`config.mk`:
```
export PLATFORM = sky130hd
export DESIGN_NAME = ballot_unit
export DESIGN_NICKNAME = d
export VERILOG_FILES = /design/src/rtl/ballot_unit.sv
export SDC_FILE = /design/constraint.sdc
export NUM_CORES = 1
export LEC_CHECK = 0
export CAP_MARGIN = 5
export CORE_AREA = 4 4 64 66
export DETAILED_ROUTE_END_ITERATION = 10
export DIE_AREA = 0 0 68 70
export GPL_ROUTABILITY_DRIVEN = 0
export HOLD_SLACK_MARGIN = 0.1
export PLACE_DENSITY = 0.75
export SYNTH_ARGS = -nofsm -noshare
export SYNTH_HDL_FRONTEND = slang
export SYNTH_SLANG_ARGS = --single-unit
```
`constraint.sdc`:
```
create_clock -name clk -period 2.8 [get_ports clk]
set_clock_uncertainty 0.15 [all_clocks]
set_input_delay 0.56 -clock clk [delete_from_list [all_inputs] [get_ports clk]]
set_output_delay 0.56 -clock clk [all_outputs]
set_load 0.01 [all_outputs]
```
`src/rtl/ballot_unit.sv`:
```
// ballot_unit: polling-booth voter front end. Arms one ballot per officer
// unlock, synchronises and debounces the candidate buttons, and emits one
// single-cycle one-hot vote pulse toward the per-candidate counters.
//
// Ports:
//   clk         system clock, rising edge
//   clear       asynchronous active-high reset
//   i_unlock    officer unlock, single-cycle pulse (honoured only when locked)
//   i_buttons   raw asynchronous candidate buttons, active-high
//   o_vote      one-hot, one-cycle vote pulse, bit k -> counter k
//   o_enable_n  active-low counter enable (1 only while clear is asserted)
//   o_ready     ballot armed, waiting for a choice
//   o_reject    one-cycle pulse on a multi-button press while armed
//   o_timeout   one-cycle pulse when an armed ballot expires
//
// Optional feature: define BALLOT_TIMEOUT_EN to add the armed-ballot
// expiry timer (TIMEOUT_CYCLES). Without it o_timeout is always 0 and an
// armed ballot waits indefinitely.

module ballot_unit #(
    parameter int N_CAND          = 4,
    parameter int DEBOUNCE_CYCLES = 16,
    parameter int TIMEOUT_CYCLES  = 1024
) (
    input  logic              clk,
    input  logic              clear,
    input  logic              i_unlock,
    input  logic [N_CAND-1:0] i_buttons,
    output logic [N_CAND-1:0] o_vote,
    output logic              o_enable_n,
    output logic              o_ready,
    output logic              o_reject,
    output logic              o_timeout
);

    if (N_CAND < 2 || N_CAND > 16 ||
        DEBOUNCE_CYCLES < 1 || DEBOUNCE_CYCLES > 65535 ||
        TIMEOUT_CYCLES < 1) begin : g_param_check
        $error("ballot_unit: parameter out of range");
    end

    typedef enum logic [2:0] {
        LOCKED,
        ARMED,
        DEBOUNCE,
        CAST,
        RELEASE,
        RELEASE_WAIT_ARMED
    } state_t;

    localparam logic [15:0] DBC_LIM = 16'(DEBOUNCE_CYCLES);

    state_t            state;
    state_t            state_nx;
    logic [N_CAND-1:0] sync1;
    logic [N_CAND-1:0] sync_s;
    logic [N_CAND-1:0] sel;
    logic [N_CAND-1:0] sel_nx;
    logic [15:0]       cnt;
    logic [15:0]       cnt_nx;
    logic [15:0]       cnt_inc;
    logic [N_CAND-1:0] vote_nx;
    logic              reject_nx;
    logic              tmo_nx;
    logic              tmo_q;
    logic              s_any;
    logic              s_multi;
    logic              armed;
    logic              tmo_hit;

    // Clearing the lowest set bit leaves something only if two or more
    // buttons are down.
    assign s_any   = |sync_s;
    assign s_multi = |(sync_s & (sync_s - N_CAND'(1)));

    assign cnt_inc = (cnt == 16'hFFFF) ? cnt : cnt + 16'd1;

    assign armed = (state == ARMED) ||
                   (state == DEBOUNCE) ||
                   (state == RELEASE_WAIT_ARMED);

    assign o_ready   = armed;
    assign o_timeout = tmo_q;

`ifdef BALLOT_TIMEOUT_EN
    localparam logic [31:0] TMO_LIM = 32'(TIMEOUT_CYCLES);

    logic [31:0] tmr;
    logic [31:0] tmr_inc;

    assign tmr_inc = tmr + 32'd1;
    assign tmo_hit = armed && (tmr_inc >= TMO_LIM);

    // Held at zero while locked so every ballot starts a fresh window.
    always_ff @(posedge clk or posedge clear) begin
        if (clear) begin
            tmr <= '0;
        end else if (state == LOCKED) begin
            tmr <= '0;
        end else if (armed) begin
            tmr <= tmr_inc;
        end
    end
`else
    assign tmo_hit = 1'b0;
`endif

    always_comb begin
        state_nx  = state;
        sel_nx    = sel;
        cnt_nx    = cnt;
        vote_nx   = '0;
        reject_nx = 1'b0;
        tmo_nx    = 1'b0;
        unique case (state)
            LOCKED: begin
                if (i_unlock) begin
                    state_nx = ARMED;
                end
            end
            ARMED: begin
                if (tmo_hit) begin
                    state_nx = LOCKED;
                    tmo_nx   = 1'b1;
                end else if (s_multi) begin
                    state_nx  = RELEASE_WAIT_ARMED;
                    reject_nx = 1'b1;
                end else if (s_any) begin
                    state_nx = DEBOUNCE;
                    sel_nx   = sync_s;
                    cnt_nx   = 16'd1;
                end
            end
            DEBOUNCE: begin
                // A completing debounce takes priority over expiry.
                if (sync_s == sel && cnt_inc >= DBC_LIM) begin
                    state_nx = CAST;
                    cnt_nx   = cnt_inc;
                    vote_nx  = sel;
                end else if (tmo_hit) begin
                    state_nx = LOCKED;
                    tmo_nx   = 1'b1;
                end else if (sync_s == sel) begin
                    cnt_nx = cnt_inc;
                end else begin
                    state_nx = ARMED;
                end
            end
            CAST: begin
                state_nx = RELEASE;
            end
            RELEASE: begin
                if (!s_any) begin
                    state_nx = LOCKED;
                end
            end
            RELEASE_WAIT_ARMED: begin
                if (tmo_hit) begin
                    state_nx = LOCKED;
                    tmo_nx   = 1'b1;
                end else if (!s_any) begin
                    state_nx = ARMED;
                end
            end
            default: begin
                state_nx = LOCKED;
            end
        endcase
    end

    always_ff @(posedge clk or posedge clear) begin
        if (clear) begin
            sync1      <= '0;
            sync_s     <= '0;
            state      <= LOCKED;
            sel        <= '0;
            cnt        <= '0;
            o_vote     <= '0;
            o_reject   <= 1'b0;
            tmo_q      <= 1'b0;
            o_enable_n <= 1'b1;
        end else begin
            sync1      <= i_buttons;
            sync_s     <= sync1;
            state      <= state_nx;
            sel        <= sel_nx;
            cnt        <= cnt_nx;
            o_vote     <= vote_nx;
            o_reject   <= reject_nx;
            tmo_q      <= tmo_nx;
            o_enable_n <= 1'b0;
        end
    end

endmodule

```
==> qor.log, run 1 <==
qor: synthesis.yosysSeqAreaShare 47.93%
qor: worst_setup_path.worstPathArrival 2.74 ns
qor: synthesis.syn_inst 207
qor: grt.grt-ovfl-total 0
qor: synthesis.yosysWarningCount 0
qor: routing.firstDrtPassIters 4
qor: placement.io_buffers 13
qor: hold_path.timing.hold.worst.class reg2reg
qor: power.clock_power_share 18.7%
qor: routing.vias 1,657
qor: grt.maximum_number_of_pins_on_one_net_before_global_route_repair 38
qor: sta.setup_tns 0 ns
qor: grt.first_global_vias 1,545
qor: floorplan.design.die.area 4760 um^2
qor: routing.drc 0
qor: grt.grt_util_all_layers 19.99%
qor: routing.post_drt_via_cell_ratio 6.070
qor: clocking.cts_root_buffer sky130_fd_sc_hd__clkbuf_4
qor: floorplan.initial_core_util 54.06%
qor: sta.post-route-min-period 2.664 ns
qor: power.comb_power_share 28.6%
qor: synthesis.synth.cell_area 1934 um^2
qor: placement.place_ws 0.2364 ns
qor: power.static-leakage-power 0.8812 nW
qor: layout.fraction_of_layout_cells_with_a_size_suffix_above_1 12.00%
qor: layout.layout_commonest_cell sky130_fd_sc_hd__dfrtp_1
qor: outcome.run_status finished, final reports clean
qor: floorplan.die_x 68 um
qor: worst_setup_path.crit_path_top_delay_cell sky130_fd_sc_hd__or3_1
qor: sta.layout_setup_ws 0.1357 ns
qor: sta.slew_violations 0
qor: layout.area_of_the_multi_input_gates 912.1 um^2
qor: synthesis.synth.ff_latch_count 37
qor: layout.most-common-layout-cells sky130_fd_sc_hd__dfrtp_1, sky130_fd_sc_hd__nand2_1, sky130_fd_sc_hd__nor2_1
qor: clocking.ctsHtreeMaxLevel 2
qor: layout.syn2layout_area_growth 13.58%
qor: grt.grt_first_pass_wirelength 7.369 mm
qor: power.power_density 737.4 nW/um^2
qor: routing.drt-met1-wl 1.960 mm
qor: power.power.net_switching 0.6118 mW
qor: clocking.clkSinkCount 37
qor: worst_setup_path.cell_by_cell_listing_of_the_critical_path nand4_1 -> or3_1 -> nor3_1 -> a21oi_1 -> nor4_2 -> a21oi_1
qor: clocking.inserted_clock_buffers 5
qor: routing.drt_iter0_markers 182
qor: worst_setup_path.worstSetupStartpointType flop
qor: routing.route.detailed.wl_per_inst 15.82 um
qor: floorplan.fp.coreArea 3578 um^2
qor: routing.wl_met3 286 um
qor: synthesis.syn_avg_cell_area 9.345 um^2
qor: clocking.clk_buf_depth 2
qor: sta.tightestPinTransition 0.5133 ns
qor: clocking.postCtsHoldBufs 0
qor: routing.ant_nets 0
qor: worst_setup_path.timing_worst_setup_path_type reg2reg
qor: synthesis.ys_types 48
qor: grt.grt_antenna_before_repair 0
qor: floorplan.io-pin-count 15
qor: clocking.cts_setup_buffers 0
qor: power.internal_power 1.008 mW
qor: routing.top_signal_layer_used met4
qor: layout.register_area 927.1 um^2
qor: synthesis.synth_edf_count 0
qor: worst_setup_path.path_max_fanout 10
qor: floorplan.std_cell_rows 22
qor: sta.setup_viol 0
qor: layout.layout.nets 232
qor: routing.totalWireLength 4.318 mm
qor: clocking.tritoncts_clock_tree yes
qor: layout.layout.filler_cells 317
qor: sta.grt_setup_unrepaired false
qor: power.power.ir.vdd_worst 0.4315 mV
qor: clocking.clk_pin_slew 0.12 ns
qor: worst_setup_path.cp_slowest_stage_delay 0.56 ns
qor: sta.final-hold-violation-count 0
qor: routing.routed-wl-met2 2.014 mm
qor: sta.relSlewSlack 65.49%
qor: clocking.clk-insertion-delay-late 0.35 ns
qor: placement.dp.final_hpwl 3.090 mm
qor: clocking.post_cts_resized 0
qor: worst_setup_path.critical_path_required 2.88 ns
qor: power.seq_power_share 52.6%
qor: worst_setup_path.worst_setup_path_end_kind flop
qor: layout.antennaDiodeCount 0
qor: sta.achievable-frequency 375.3 MHz
qor: run.max_cap_viol_count 0
qor: worst_setup_path.crit_path_top_cell_by_count sky130_fd_sc_hd__a21oi_1
qor: synthesis.synth_ff_type sky130_fd_sc_hd__dfrtp_1
qor: synthesis.async_reset_ff_share 100.0%
qor: floorplan.chipHeight 70 um
qor: power.swShare 37.76%
qor: sta.final.period_utilization 95.15%
## worst max-delay path, delay by kind of cell, from the launching register on
family | cells | cell delay (ns)
flip-flops | 1 | 0.52
AND/OR/NAND/NOR | 4 | 1.64
AO/OA/AOI/OAI | 2 | 0.23
## synthesized netlist by cell type, types with 4 or more instances
library cell | instances | area (um^2)
sky130_fd_sc_hd__dfrtp_1 | 36 | 900.9
sky130_fd_sc_hd__nand2_1 | 18 | 67.56
sky130_fd_sc_hd__nor2_1 | 17 | 63.81
sky130_fd_sc_hd__a21oi_1 | 15 | 75.07
sky130_fd_sc_hd__o21ai_0 | 15 | 75.07
sky130_fd_sc_hd__nand3_1 | 10 | 50.05
sky130_fd_sc_hd__nor3_1 | 7 | 35.03
sky130_fd_sc_hd__xnor2_1 | 7 | 61.31
sky130_fd_sc_hd__a22o_1 | 6 | 52.55
sky130_fd_sc_hd__clkbuf_1 | 6 | 22.52
sky130_fd_sc_hd__a31oi_1 | 5 | 31.28
sky130_fd_sc_hd__buf_2 | 5 | 25.02
sky130_fd_sc_hd__inv_1 | 5 | 18.77
sky130_fd_sc_hd__nand4_1 | 5 | 31.28
sky130_fd_sc_hd__nor4_1 | 4 | 25.02
sky130_fd_sc_hd__or3_1 | 4 | 25.02
## through the flow
stage / cells / power [mW] / hold slack, ns / area [um^2] / util (%)
after floorplan: 208 / 1.178 / 0.1812 / 1938 / -
after global placement: 265 / 1.290 / 0.1828 / 2126 / 59.41
after detailed placement: 265 / 1.318 / 0.1887 / 2126 / 59.41
after CTS: 273 / 1.625 / 0.2156 / 2191 / 61.22
after global routing: 273 / 1.727 / 0.2282 / 2197 / 61.40
final: 273 / 1.620 / 0.2118 / 2197 / 61.40
## metal layers
layer / up-vias / global-route usage (%)
met5: - / 0
met4: 0 / 5.960
met3: 8 / 6.592
met2: 67 / 28.05
met1: 796 / 29.08
li1: 786 / -
## state kept, by name, indices dropped and copies added (netlist names)
signal and count:
cnt 16, o_vote 4, sel 4, sync1 4, sync_s 4, state 3, o_enable_n 1, o_reject 1
## final timing paths
kind	startpoint	end	slack (ns)	cells after the start
max	cnt[4]	state[0]	0.14	6
min	sync1[0]	sync_s[0]	0.21	0
max reg2reg	cnt[4]	state[0]	0.14	6
min reg2reg	sync1[0]	sync_s[0]	0.21	0
max in group asynchronous	clear	o_enable_n	1.71	3
min in group asynchronous	clear	cnt[3]	0.45	3
## layout make-up
class / instances / area share, %
timing repair buffer: 23 / 9.339
multi-input combinational: 150 / 41.51
clock buffer: 6 / 2.335
clock inverter: 2 / 0.6264
inverter: 7 / 1.253
sequential: 37 / 42.20
tap: 48 / 2.733
## cell families (layout without fill, tap and decap cells)
group / after synthesis / in the layout / synth area share [%]
other: 1 / 2 / 0.1939
xor gates and xnor gates: 8 / 8 / 3.622
adders and majority gates: 2 / 2 / 1.164
AOI/OAI and AO/OA: 59 / 59 / 19.92
DFF: 37 / 37 / 47.93
muxes: 3 / 3 / 1.552
and+or+nand+nor: 76 / 76 / 20.18
buffers and inverters: 21 / 38 / 5.433
## power groups by stage
| stage | clock [mW] | sequential, mW | combinational [mW] |
|---|---|---|---|
| 2_1_floorplan | 0 | 0.780 | 0.398 |
| 6_report | 0.304 | 0.853 | 0.464 |
| 5_1_grt | 0.337 | 0.873 | 0.517 |
| 3_3_place_gp | 0 | 0.847 | 0.443 |
| 4_1_cts | 0.315 | 0.846 | 0.464 |
| 3_5_place_dp | 0 | 0.857 | 0.461 |
(Power assumes the default switching activity.)
==> run 2, diff against run 1 <==
--- a/config.mk
+++ b/config.mk
@@ -6,12 +6,13 @@
 export NUM_CORES = 1
 export LEC_CHECK = 0
 export CAP_MARGIN = 5
-export CORE_AREA = 4 4 64 66
+export CORE_AREA = 4 4 67 63
 export DETAILED_ROUTE_END_ITERATION = 10
-export DIE_AREA = 0 0 68 70
+export DIE_AREA = 0 0 71 67
 export GPL_ROUTABILITY_DRIVEN = 0
 export HOLD_SLACK_MARGIN = 0.1
-export PLACE_DENSITY = 0.75
+export PLACE_DENSITY_LB_ADDON = 0.1
+export SETUP_SLACK_MARGIN = 0.5
 export SYNTH_ARGS = -nofsm -noshare
 export SYNTH_HDL_FRONTEND = slang
 export SYNTH_SLANG_ARGS = --single-unit
==> run 2 against run 1 <==
  * Design area is 16% higher
  * Core utilization up 9.9 points
  * Total power grew 15%
  * Setup slack improved by 0.36 ns
  * Sequential power is essentially flat
  * First-iteration DRC count down 13%
  * Global-route usage rose by 1.0 points
  * Clock-buffer cell count down 1
  * Register-to-register slack better by 0.36 ns
  * Sequential share of layout area decreased by 5.4 points
  * Critical path type unchanged
  * Critical endpoint is now cnt[5]
  * Largest cell class is now multi-input gates
  * Highest routed layer unchanged
==> qor.log, run 2 (synthesis results as in run 1) <==
qor: worst_setup_path.worstPathArrival 2.33 ns [was 2.74 ns]
qor: power.report.power.total 1.858 mW [was 1.620 mW]
qor: worst_setup_path.path_max_fanout 5 [was 10]
qor: floorplan.die_x 71 um [was 68 um]
qor: worst_setup_path.reg2regPathDepth 7 [was 6]
qor: layout.layout.filler_cells 268 [was 317]
qor: sta.final-hold-violation-count 0 [unchanged]
qor: grt.grt_util_all_layers 21.00% [was 19.99%]
qor: routing.drc 0 [unchanged]
qor: floorplan.fp.coreArea 3573 um^2 [was 3578 um^2]
qor: sta.setup_viol 0 [unchanged]
qor: clocking.clkSinkCount 37 [unchanged]
qor: worst_setup_path.timing_worst_setup_path_type reg2reg [unchanged]
qor: placement.dp.final_hpwl 3.013 mm [was 3.090 mm]
qor: hold_path.whs_path_depth 0 [unchanged]
qor: clocking.tritoncts_clock_tree yes [unchanged]
qor: clocking.clk-insertion-delay-late 0.29 ns [was 0.35 ns]
qor: sta.worst_hold_slack 0.2078 ns [was 0.2118 ns]
qor: floorplan.io-pin-count 15 [unchanged]
qor: floorplan.design.die.area 4757 um^2 [was 4760 um^2]
qor: grt.grt_first_pass_wirelength 7.576 mm [was 7.369 mm]
qor: outcome.run_status finished, final reports clean [unchanged]
qor: worst_setup_path.worstSetupStartpointType flop [unchanged]
qor: routing.totalWireLength 4.873 mm [was 4.318 mm]
qor: sta.final.period_utilization 82.33% [was 95.15%]
qor: sta.setup_tns 0 ns [unchanged]
qor: power.static-leakage-power 1.044 nW [was 0.8812 nW]
qor: clocking.clk_buf_depth 2 [unchanged]
qor: grt.grt-ovfl-total 0 [unchanged]
qor: hold_path.holdCritStartpoint sync1[0] [unchanged]
qor: worst_setup_path.critical_path_required 2.82 ns [was 2.88 ns]
qor: routing.ant_nets 0 [unchanged]
qor: sta.grt_setup_unrepaired true [was false]
qor: clocking.clk_pin_slew 0.07 ns [was 0.12 ns]
qor: layout.antennaDiodeCount 0 [unchanged]
qor: grt.grt_antenna_before_repair 0 [unchanged]
qor: routing.route.detailed.wl_per_inst 16.41 um [was 15.82 um]
qor: clocking.inserted_clock_buffers 5 [unchanged]
qor: hold_path.timing.hold.worst.class reg2reg [unchanged]
qor: sta.slew_violations 0 [unchanged]
qor: floorplan.initial_core_util 54.13% [was 54.06%]
qor: routing.firstDrtPassIters 4 [unchanged]
qor: layout.layout.nets 258 [was 232]
qor: power.power_density 729.5 nW/um^2 [was 737.4 nW/um^2]
qor: run.max_cap_viol_count 0 [unchanged]
qor: worst_setup_path.timing.critical_path.from state[1] [was cnt[4]]
qor: layout.most-common-layout-cells sky130_fd_sc_hd__buf_4, sky130_fd_sc_hd__dfrtp_1, sky130_fd_sc_hd__nand2_1 [was sky130_fd_sc_hd__dfrtp_1, sky130_fd_sc_hd__nand2_1, sky130_fd_sc_hd__nor2_1]
qor: placement.io_buffers 13 [unchanged]
qor: floorplan.std_cell_rows 21 [was 22]
qor: worst_setup_path.worst_setup_path_end_kind flop [unchanged]
qor: worst_setup_path.worst_r2r_startpoint state[1] [was cnt[4]]
qor: floorplan.chipHeight 67 um [was 70 um]
qor: layout.top_register_by_number_of_flip_flops cnt [unchanged]
qor: grt.maximum_number_of_pins_on_one_net_before_global_route_repair 38 [unchanged]
qor: routing.vias 1,769 [was 1,657]
qor: clocking.ctsHtreeMaxLevel 2 [unchanged]
qor: power.power.ir.vdd_worst 0.5999 mV [was 0.4315 mV]
qor: layout.syn2layout_area_growth 31.69% [was 13.58%]
qor: layout.largest_reg_flops 16 [unchanged]
qor: layout.layout_commonest_cell sky130_fd_sc_hd__buf_4 [was sky130_fd_sc_hd__dfrtp_1]
qor: sta.post-route-min-period 2.305 ns [was 2.664 ns]
qor: routing.drt_iter0_markers 158 [was 182]
qor: routing.post_drt_via_cell_ratio 5.956 [was 6.070]
qor: layout.fraction_of_layout_cells_with_a_size_suffix_above_1 31.87% [was 12.00%]
qor: grt.first_global_vias 1,643 [was 1,545]
qor: clocking.cts_root_buffer sky130_fd_sc_hd__clkbuf_8 [was sky130_fd_sc_hd__clkbuf_4]
qor: sta.achievable-frequency 433.8 MHz [was 375.3 MHz]
run 2: cell types whose count changed in the layout (fill, tap and decap cells not counted), moves of 7 or more:
cell,change
sky130_fd_sc_hd__buf_4,+20
sky130_fd_sc_hd__dfrtp_1,-9
sky130_fd_sc_hd__dfrtp_2,+9
sky130_fd_sc_hd__o21ai_0,-12
sky130_fd_sc_hd__o21ai_1,+7
run 2: area by class of cell:
cell class / count / area [um^2] / share of cell area, %
Timing Repair Buffer: 48 / 410.4 / 16.11
Multi-Input combinational cell: 150 / 1018 / 39.98
Sequential cell: 37 / 938.4 / 36.84
Inverter: 7 / 31.28 / 1.228
Clock buffer: 5 / 68.82 / 2.701
Clock inverter: 3 / 17.52 / 0.6876
Tap cell: 46 / 57.56 / 2.259
Timing Repair inverter: 1 / 5.005 / 0.1965
run 2: layer usage:
metal	global-route usage (%)	wire length [um]	up-vias
li1	-	-	844
met1	26.23	2014	857
met2	33.56	2483	59
met3	5.581	271	9
met4	10.56	103	0
met5	0	0	-
run 2: path summary, 6_finish.rpt:
kind | endpoint | slack [ns]
setup / recovery | cnt[5] | 0.49
hold / removal | sync_s[0] | 0.21
setup reg to reg | cnt[5] | 0.49
hold reg to reg | sync_s[0] | 0.21
max in group asynchronous | state[0] | 1.62
min in group asynchronous | cnt[10] | 0.51
run 2: stage by stage:
stage | instance area, um^2 | worst slack [ns] | std cells | utilization, %
floorplan | 1938 | 0.5392 | 208 | -
CTS | 2317 | 0.4963 | 284 | 64.85
detailed placement | 2138 | 0.2943 | 265 | 59.84
finish | 2547 | 0.4948 | 297 | 71.29
global placement | 2138 | 0.3643 | 265 | 59.84
global route | 2547 | 0.4186 | 297 | 71.29
run 2: timing repair:
action                     4_1_cts  5_1_grt
pin swaps                        2       12
setup endpoints to repair       14       20
setup buffers                   11       12
resized for setup                5       46
hold buffers                     0        0
gates cloned                     0        1
run 2: where the power goes:
group | leakage (nW) | internal (mW) | switching, mW
logic | 0.540 | 0.330 | 0.307
clock network | 0.0439 | 0.172 | 0.195
registers | 0.460 | 0.672 | 0.183
total | 1.04 | 1.17 | 0.685
run 2: critical path, stage by stage, from the launching register on:
cell                      delay [ns]
sky130_fd_sc_hd__dfrtp_1        0.37
sky130_fd_sc_hd__inv_2          0.07
sky130_fd_sc_hd__or3_4          0.42
sky130_fd_sc_hd__or3_4          0.34
sky130_fd_sc_hd__a221o_2        0.46
sky130_fd_sc_hd__buf_6          0.15
sky130_fd_sc_hd__o21ai_2        0.13
sky130_fd_sc_hd__o41ai_2        0.09
==> run 3, diff against run 2 <==
==> constraint.sdc (replaced) <==
create_clock -name clk -period 2.2 [get_ports clk]
set_clock_uncertainty 0.15 [all_clocks]
set_input_delay 0.44 -clock clk [delete_from_list [all_inputs] [get_ports clk]]
set_output_delay 0.44 -clock clk [all_outputs]
set_load 0.01 [all_outputs]
==> run 3 against run 2 <==
  * The run now ends with negative setup slack left
  * Register-to-register slack worse by 0.55 ns
  * Sequential power rose by 16%
  * Clock power rose by 36%
  * Critical path depth up 1
  * Sequential share of layout area is 4.4 points lower
  * Critical path type unchanged
==> qor.log, run 3 (synthesis results as in run 1) <==
qor: run.max_cap_viol_count 0 [unchanged]
qor: floorplan.design.die.area 4757 um^2 [unchanged]
qor: floorplan.std_cell_rows 21 [unchanged]
qor: worst_setup_path.worstPathArrival 2.29 ns [was 2.33 ns]
qor: sta.setup_viol 10 [was 0]
qor: layout.final_area 2854 um^2 [was 2547 um^2]
qor: clocking.clk_pin_slew 0.07 ns [about the same]
qor: routing.totalWireLength 5.570 mm [was 4.873 mm]
qor: power.comb_power_share 44.6% [was 34.3%]
qor: clocking.inserted_clock_buffers 5 [unchanged]
qor: routing.vias 1,964 [was 1,769]
qor: sta.layout_setup_ws -0.05940 ns [was 0.4948 ns]
qor: clocking.ctsHtreeMaxLevel 2 [unchanged]
qor: worst_setup_path.path_max_fanout 5 [unchanged]
qor: worst_setup_path.setup.reg_to_reg.worst_slack -0.06 ns [was 0.49 ns]
qor: worst_setup_path.critical_path_required 2.23 ns [was 2.82 ns]
qor: power.clock_power_share 18.5% [was 19.7%]
qor: floorplan.io-pin-count 15 [unchanged]
qor: clocking.tritoncts_clock_tree yes [unchanged]
qor: layout.antennaDiodeCount 0 [unchanged]
qor: floorplan.die_x 71 um [unchanged]
qor: clocking.clk_buf_depth 2 [unchanged]
qor: grt.maximum_number_of_pins_on_one_net_before_global_route_repair 38 [unchanged]
qor: layout.top_register_by_number_of_flip_flops cnt [unchanged]
qor: floorplan.chipHeight 67 um [unchanged]
qor: routing.drt_iter0_markers 155 [was 158]
qor: layout.syn2layout_area_growth 47.54% [was 31.69%]
qor: sta.worst_hold_slack 0.2010 ns [was 0.2078 ns]
qor: sta.final.period_utilization 102.7% [was 82.33%]
qor: clocking.cts_root_buffer sky130_fd_sc_hd__clkbuf_8 [unchanged]
qor: layout.layout.filler_cells 226 [was 268]
qor: power.power.net_switching 1.000 mW [was 0.6850 mW]
qor: layout.register_area 927.1 um^2 [was 938.4 um^2]
qor: routing.ant_nets 0 [unchanged]
qor: layout.largest_reg_flops 16 [unchanged]
qor: grt.grt-ovfl-total 0 [unchanged]
qor: grt.grt_first_pass_wirelength 9.177 mm [was 7.576 mm]
qor: layout.filler_free_cell_count_of_the_finished_design 321 [was 297]
qor: outcome.run_status complete, but fails checks [was finished, final reports clean]
qor: placement.dp.final_hpwl 3.556 mm [was 3.013 mm]
qor: layout.fraction_of_layout_cells_with_a_size_suffix_above_1 42.91% [was 31.87%]
qor: layout.final_util 79.87% [was 71.29%]
qor: placement.placed_cells 293 [was 265]
qor: routing.route.detailed.wl_per_inst 17.35 um [was 16.41 um]
qor: sta.grt_setup_unrepaired true [unchanged]
qor: power.power.ir.vdd_worst 0.6853 mV [was 0.5999 mV]
qor: layout.most-common-layout-cells sky130_fd_sc_hd__buf_4, sky130_fd_sc_hd__dfrtp_1, sky130_fd_sc_hd__nand2_1, sky130_fd_sc_hd__nor2_1, sky130_fd_sc_hd__buf_6 [was sky130_fd_sc_hd__buf_4, sky130_fd_sc_hd__dfrtp_1, sky130_fd_sc_hd__nand2_1]
qor: routing.firstDrtPassIters 4 [unchanged]
qor: worst_setup_path.timing_worst_setup_path_type reg2reg [unchanged]
qor: grt.grt_antenna_before_repair 0 [unchanged]
qor: worst_setup_path.worst_setup_path_end_kind flop [unchanged]
qor: routing.post_drt_via_cell_ratio 6.118 [was 5.956]
qor: floorplan.initial_core_util 54.13% [unchanged]
qor: placement.io_buffers 13 [unchanged]
qor: worst_setup_path.worstSetupStartpointType flop [unchanged]
qor: power.seq_power_share 36.9% [was 46.0%]
qor: sta.slew_violations 0 [unchanged]
qor: grt.first_global_vias 1,893 [was 1,643]
qor: clocking.clkSinkCount 37 [unchanged]
qor: outcome.violations negative setup slack
qor: power.static-leakage-power 1.257 nW [was 1.044 nW]
qor: power.power_density 943.5 nW/um^2 [was 729.5 nW/um^2]
qor: clocking.clk-insertion-delay-late 0.29 ns [about the same]
qor: layout.layout.nets 282 [was 258]
qor: placement.place_ws -0.1167 ns [was 0.2943 ns]
qor: routing.drc 0 [unchanged]
qor: hold_path.timing.hold.worst.class reg2reg [unchanged]
qor: layout.layout_commonest_cell sky130_fd_sc_hd__buf_4 [unchanged]
qor: grt.grt_util_all_layers 25.15% [was 21.00%]
qor: sta.achievable-frequency 442.6 MHz [was 433.8 MHz]
qor: placement.dpl_cell_area 2400 um^2 [was 2138 um^2]
qor: floorplan.fp.coreArea 3573 um^2 [unchanged]
qor: power.internal_power 1.693 mW [was 1.173 mW]
qor: sta.final-hold-violation-count 0 [unchanged]
qor: sta.post-route-min-period 2.259 ns [was 2.305 ns]
qor: layout.area_of_the_multi_input_gates 1124 um^2 [was 1018 um^2]
qor: power.swShare 37.14% [was 36.86%]
-- run 3: power by group through the flow --
stage,logic [mW],registers [mW],clock network [mW]
3_3_place_gp,0.837,0.992,0
4_1_cts,1.06,0.986,0.502
2_1_floorplan,0.553,0.994,0
5_1_grt,1.29,1.01,0.527
3_5_place_dp,0.876,1.00,0
6_report,1.20,0.995,0.497
-- run 3: path summary, 6_finish.rpt --
kind | end | from | cells past startpoint
hold / removal | sync_s[2] | sync1[2] | 0
max in group asynchronous | o_enable_n | clear | 3
setup reg to reg | state[0] | cnt[1] | 8
min in group asynchronous | cnt[12] | clear | 3
setup / recovery | state[0] | cnt[1] | 8
hold reg to reg | sync_s[2] | sync1[2] | 0
-- run 3: worst max-delay path, stage by stage, from the launching register on --
cell and delay (ns):
sky130_fd_sc_hd__dfrtp_1 0.36, sky130_fd_sc_hd__buf_4 0.12, sky130_fd_sc_hd__nand4_1 0.26, sky130_fd_sc_hd__or3_4 0.49, sky130_fd_sc_hd__nor3_2 0.19, sky130_fd_sc_hd__a21oi_2 0.07, sky130_fd_sc_hd__nor4_4 0.28, sky130_fd_sc_hd__buf_6 0.17
sky130_fd_sc_hd__a21oi_2 0.05
-- run 3: area by class of cell --
type	count	area share, %
Clock buffer	6	2.893
Clock inverter	2	0.4822
Inverter	7	1.096
Multi-Input combinational cell	150	39.37
Sequential cell	37	32.49
Tap cell	46	2.017
Timing Repair Buffer	72	21.44
Timing Repair inverter	1	0.2192
-- run 3: per-layer routing --
layer  track usage (%)  part of all wire [%]  up-vias
met5                 0                     0        -
met4             11.74                   3.2        0
met3             4.223                   7.0       19
met2             42.13                    49       85
met1             31.75                    40      966
li1                  -                     -      894
-- run 3: metrics by stage --
step,TNS [ns],power [mW]
floorplan,0,1.547
global placement,0,1.829
detailed placement,-0.4426,1.881
CTS,-0.01282,2.544
global route,-1.120,2.827
finish,-0.3386,2.693
-- run 3: timing repair --
| action | CTS | global route |
|---|---|---|
| endpoints found under the setup margin | 34 | 28 |
| buffers inserted | 16 | 3 |
| hold buffers | 0 | 0 |
| gates resized for setup | 48 | 30 |
| pin swaps | 13 | 16 |
| gates cloned | 1 | 0 |
